==> src/rtl/clk_div_bank.sv <==
// Bank of NUM_CH run-time programmable integer clock dividers with glitch-free
// divisor updates at period boundaries, clean stop, tick outputs and phase re-sync.
module clk_div_bank #(
    parameter int unsigned NUM_CH  = 4,
    parameter int unsigned DIV_W   = 8,
    parameter int unsigned CH_W    = 2,
    parameter int unsigned DEF_DIV = 4
) (
    input  logic                     clk_in,
    input  logic                     rst_n,
    input  logic [NUM_CH-1:0]        ch_en,
    input  logic                     cfg_valid,
    input  logic [CH_W-1:0]          cfg_ch,
    input  logic [DIV_W-1:0]         cfg_div,
    output logic                     cfg_ready,
    output logic                     cfg_err,
    input  logic                     sync_req,
    output logic [NUM_CH-1:0]        clk_div_out,
    output logic [NUM_CH-1:0]        tick,
    output logic [NUM_CH-1:0]        running,
    output logic [NUM_CH*DIV_W-1:0]  cnt_dbg
);

    typedef enum logic [1:0] {
        IDLE     = 2'd0,
        RUN      = 2'd1,
        STOPPING = 2'd2
    } ch_state_e;

    ch_state_e          state_q  [NUM_CH];
    logic [DIV_W-1:0]   cnt_q    [NUM_CH];
    logic [DIV_W-1:0]   div_q    [NUM_CH];
    logic [DIV_W-1:0]   shadow_q [NUM_CH];
    logic [NUM_CH-1:0]  pending_q;
    logic [NUM_CH-1:0]  out_q;
    logic [NUM_CH-1:0]  tick_q;
    logic               err_q;

    logic [DIV_W-1:0]   cnt_d    [NUM_CH];
    logic [DIV_W-1:0]   hi_c     [NUM_CH];
    logic [NUM_CH-1:0]  wrap_c;
    logic [NUM_CH-1:0]  wr_hit_c;
    logic               ch_ok_c;
    logic               div_ok_c;
    logic               accept_c;
    logic               wr_ok_c;
    logic               wr_err_c;

    // Config handshake decode; out-of-range channels are always ready so they can be rejected.
    always_comb begin
        ch_ok_c   = {1'b0, cfg_ch} < (CH_W+1)'(NUM_CH);
        div_ok_c  = cfg_div >= DIV_W'(2);
        cfg_ready = ch_ok_c ? !pending_q[cfg_ch] : 1'b1;
        accept_c  = cfg_valid & cfg_ready;
        wr_ok_c   = accept_c & ch_ok_c & div_ok_c;
        wr_err_c  = accept_c & !(ch_ok_c & div_ok_c);
    end

    // Per-channel counter next value; sync_req forces a wrap on every active channel.
    always_comb begin
        for (int i = 0; i < NUM_CH; i++) begin
            wr_hit_c[i] = wr_ok_c && ({1'b0, cfg_ch} == (CH_W+1)'(i));
            wrap_c[i]   = sync_req || (cnt_q[i] == div_q[i] - DIV_W'(1));
            cnt_d[i]    = wrap_c[i] ? '0 : cnt_q[i] + DIV_W'(1);
            hi_c[i]     = div_q[i] - (div_q[i] >> 1);
        end
    end

    always_ff @(posedge clk_in) begin
        if (!rst_n) begin
            for (int i = 0; i < NUM_CH; i++) begin
                state_q[i]  <= IDLE;
                cnt_q[i]    <= '0;
                div_q[i]    <= DIV_W'(DEF_DIV);
                shadow_q[i] <= DIV_W'(DEF_DIV);
            end
            pending_q <= '0;
            out_q     <= '0;
            tick_q    <= '0;
            err_q     <= 1'b0;
        end else begin
            err_q <= wr_err_c;
            for (int i = 0; i < NUM_CH; i++) begin
                case (state_q[i])
                    IDLE: begin
                        cnt_q[i] <= '0;
                        // An update left pending by a stop-wrap write folds in while idle
                        if (pending_q[i]) begin
                            div_q[i]     <= shadow_q[i];
                            pending_q[i] <= 1'b0;
                        end
                        if (wr_hit_c[i]) begin
                            div_q[i] <= cfg_div;
                        end
                        out_q[i]  <= ch_en[i];
                        tick_q[i] <= ch_en[i];
                        if (ch_en[i]) begin
                            state_q[i] <= RUN;
                        end
                    end
                    default: begin
                        if (wrap_c[i] && pending_q[i]) begin
                            div_q[i]     <= shadow_q[i];
                            pending_q[i] <= 1'b0;
                        end
                        if (wr_hit_c[i]) begin
                            shadow_q[i]  <= cfg_div;
                            pending_q[i] <= 1'b1;
                        end
                        if (state_q[i] == STOPPING && !ch_en[i] && wrap_c[i]) begin
                            state_q[i] <= IDLE;
                            cnt_q[i]   <= '0;
                            out_q[i]   <= 1'b0;
                            tick_q[i]  <= 1'b0;
                        end else begin
                            state_q[i] <= ch_en[i] ? RUN : STOPPING;
                            cnt_q[i]   <= cnt_d[i];
                            out_q[i]   <= cnt_d[i] < hi_c[i];
                            tick_q[i]  <= wrap_c[i];
                        end
                    end
                endcase
            end
        end
    end

    always_comb begin
        for (int i = 0; i < NUM_CH; i++) begin
            running[i]                   = state_q[i] != IDLE;
            cnt_dbg[i*DIV_W +: DIV_W]    = cnt_q[i];
        end
    end

    assign clk_div_out = out_q;
    assign tick        = tick_q;
    assign cfg_err     = err_q;

endmodule
==> config.mk <==
export PLATFORM = sky130hd
export DESIGN_NAME = clk_div_bank
export DESIGN_NICKNAME = d
export VERILOG_FILES = /design/src/rtl/clk_div_bank.sv
export SDC_FILE = /design/constraint.sdc
export NUM_CORES = 1
export LEC_CHECK = 0
export ABC_AREA = 1
export BUFFER_PORTS_ARGS = -buffer_cell sky130_fd_sc_hd__buf_2
export CORE_ASPECT_RATIO = 1.25
export CORE_MARGIN = 3
export CORE_UTILIZATION = 62
export DETAILED_ROUTE_END_ITERATION = 12
export GPL_ROUTABILITY_DRIVEN = 0
export GPL_TIMING_DRIVEN = 0
export PLACE_DENSITY = 0.86
export SETUP_SLACK_MARGIN = 0.4
export SYNTH_ARGS = -nofsm -noshare
export SYNTH_HDL_FRONTEND = slang
export SYNTH_SLANG_ARGS = --single-unit
==> constraint.sdc <==
create_clock -name clk_in -period 3.11 [get_ports clk_in]
set_input_delay 0.622 -clock clk_in [delete_from_list [all_inputs] [get_ports clk_in]]
set_output_delay 0.622 -clock clk_in [all_outputs]
set_load 0.01 [all_outputs]
==> qor.csv <==
metric,value,unit
rr_worst_depth,18,
synth_top_area_share,36.4,%
synth_edf_count,104,
cts_max_level,4,
intPower,3320,uW
status,"finished, violations left",
netSwitchingFraction,30.8,%
hold_viol_final,0,
tightest_slew,1.09,ns
insertedDiodeCount,0,
worstPathCellList,inv_1 > ha_1 > inv_1 > nand2_1 > nand2_1 > nor2_1 > nand3_1 > nor2_1 > nand3_2 > nand2_2 > clkbuf_8 > nor2_1 > ha_1 > a2111oi_2 > nand3_1 > a21oi_1 > nand2_1 > nand2_1,
yosysTopAreaCell,edfxtp_1,
fp.dieArea,15300,um2
critPathLaunch,div_q[3][0],
met1_length,9260,um
route.met3.wl,3130,um
synth_most_common_cell,nand2_1,
die_h,137,um
synth_warnings,0,
violations,negative setup slack,
setup_slack,-0.173,ns
power_frac_clock,39.6,%
synth.top_cells.by_count,"nand2_1 (257), inv_1 (186), nor2_1 (151), edfxtp_1 (104), ha_1 (92)",
dpl.hpwl,14900,um
rows,47,
clkSlewWorstSetupHoldPaths,0.06,ns
combPwrFrac,21.4,%
dp_slack,-0.206,ns
p_per_area,446,nW/um2
hold_path.class,input pin to flip-flop,
antenna_left,0,
grt_overflow,0,
vias_per_cell,5.99,
cts_root_buffer,clkbuf_16,
cts_tree,done,
startpoint_type,flip-flop,
fin_crit,3.28,ns
ff2ff_setup_slack,-0.17,ns
worstSkewPairLatency,0.42,ns
finalMaxSlewViolations,0,
ys_types,40,
rsz0062_at_grt,yes,
max_stage_delay,0.38,ns
clockBufferDepth,2,
track_usage,29.8,%
die_w,111,um
maxSlewHeadroom,26.4,%
synth-main-ff-cell,edfxtp_1,
layout.nets,1377,
numPortBuffers,62,
ys_seq_area_share,39.5,%
routedWlPerCell,19.6,um
initialDrtViolationCount,1247,
layout-drive-gt1-share,22.0,%
grt_max_degree,17,
path_class,flip-flop to flip-flop,
ioPinCount,64,
syn_area,8570,um2
drt-total-wl,28300,um
cts.sinks,117,
grt_pass1_vias,7790,
leakagePower,0.00519,uW
cap_violations,0,
post-route-cell-area,10800,um2
postSynthCellCount,1096,
r2r-end,clk_div_out[3],
ir_drop,0.364,mV
start_util,64.0,%
min_period_over_period,106,%
drcViolationCount,0,
grt_pass1_wl,36200,um
synthTopCellsByArea,"edfxtp_1 (36%), ha_1 (13%), nand2_1 (11%)",
drtPass1Iterations,10,
crit_top_cell,nand2_1,
async_flop_share,0,%
critPathCaptureType,flip-flop,
core-area,13400,um2
p_sw,1480,uW
syn_area_per_cell,7.82,um2
crit_end,clk_div_out[3],
highest_layer,met4,
cts_buffers,17,
cp_max_fo,10,
fin_skew,0.0155,ns
ctsHoldBuffers,0,
synth-seq-cells,117,
required,3.46,ns
worst_ep_arrival_time,3.63,ns
setup_viol,1,
placed_area,9220,um2
routed-via-count,8662,
antenna_found_initial,0,
r2r_start,div_q[3][0],
routed-wl-met2,13400,um
max_freq,0.305,GHz
power_frac_seq,39.0,%
crit_path_top_delay_cell,edfxtp_1,
area_delta_synth_final,25.5,%
sequential cells by signal, summed over array words and instances, names as in the netlist:
signal / cells
tick: 4
cnt_q: 32
shadow_q: 32
pending_q: 4
div_q: 32
state_q: 8
cfg_err: 1
clk_div_out: 4
per-stage QoR:
step                hold WS (ns)  setup TNS, ns  cells  total power, uW  utilization, %
floorplan                  0.461              0   1127             2440               -
global placement           0.517         -0.125   1360             2630            68.8
detailed placement         0.529         -0.206   1360             2670            68.8
CTS                        0.469              0   1419             4570            75.8
global route               0.494         -0.323   1447             4960            80.3
finish                     0.485         -0.173   1447             4800            80.3
logic make-up after synthesis:
kind of cell / synth area share [%]
buffers and inverters: 9.12
DFF: 39.5
and+or+nand+nor: 24.1
xor gates and xnor gates: 4.60
adders and majority gates: 14.4
other: 0.0437
AOI/OAI and AO/OA: 8.30
worst min path at each step:
stage | start | to | cells past startpoint
finish | ch_en[1] | clk_div_out[1] | 3
global route | ch_en[1] | clk_div_out[1] | 3
CTS | ch_en[1] | clk_div_out[1] | 3
detailed placement | shadow_q[3][7] | div_q[3][7] | 2
global placement | shadow_q[3][5] | div_q[3][5] | 2
floorplan | pending_q[0] | pending_q[0] | 2
layout make-up:
cell class	count	area [um2]
buffer	10	85.1
timing repair buffer	117	769
clock buffer	23	478
tap	171	214
clock inverter	9	80.1
inverter	193	733
fill	774	2650
sequential	117	3380
multi-input combinational	807	5020
routing by layer:
metal  GRT usage, %  vias up
met4           17.6        0
li1               -     3840
met1           33.3     3877
met2           52.7      701
met5              0        -
met3           6.33      244
critical path: cells and delay by family (launching register included):
family | cells | cell delay, ns
simple gates | 11 | 1.25
flops | 1 | 0.38
compound gates | 2 | 0.49
fa+ha+maj | 2 | 0.68
buf+inv | 3 | 0.41
power groups by stage:
| stage | registers [uW] | logic, uW | clock network (uW) |
|---|---|---|---|
| floorplan | 1900 | 541 | 0 |
| global placement | 1890 | 737 | 0 |
| detailed placement | 1900 | 770 | 0 |
| CTS | 1860 | 837 | 1870 |
| global route | 1880 | 1110 | 1970 |
| finish | 1870 | 1030 | 1900 |
cells in the final DEF (no fill, tap or decap), types with 6 or more instances in the layout:
cell type and n:
buf_4 46, o21ai_0 31, nor2_2 6, nand2_1 234, conb_1 32, a21oi_1 46, inv_1 157, nand3_2 11
ha_1 78, inv_2 29, xnor2_1 10, nand3_1 45, nor2_1 143, xor2_1 33, clkbuf_16 17, ha_4 10
o21ai_1 6, buf_6 13, a21oi_2 13, nand2_2 20, dfxtp_1 13, edfxtp_1 104, nor3_1 27, buf_2 63
repair_timing:
item                                   4_1_cts  5_1_grt
setup endpoints to repair                   28       59
resized for setup                           52      112
endpoints found under the hold margin        0        0
setup buffers                               27       28
pin swaps                                   26       51
Power figures use the tool's default switching activity.
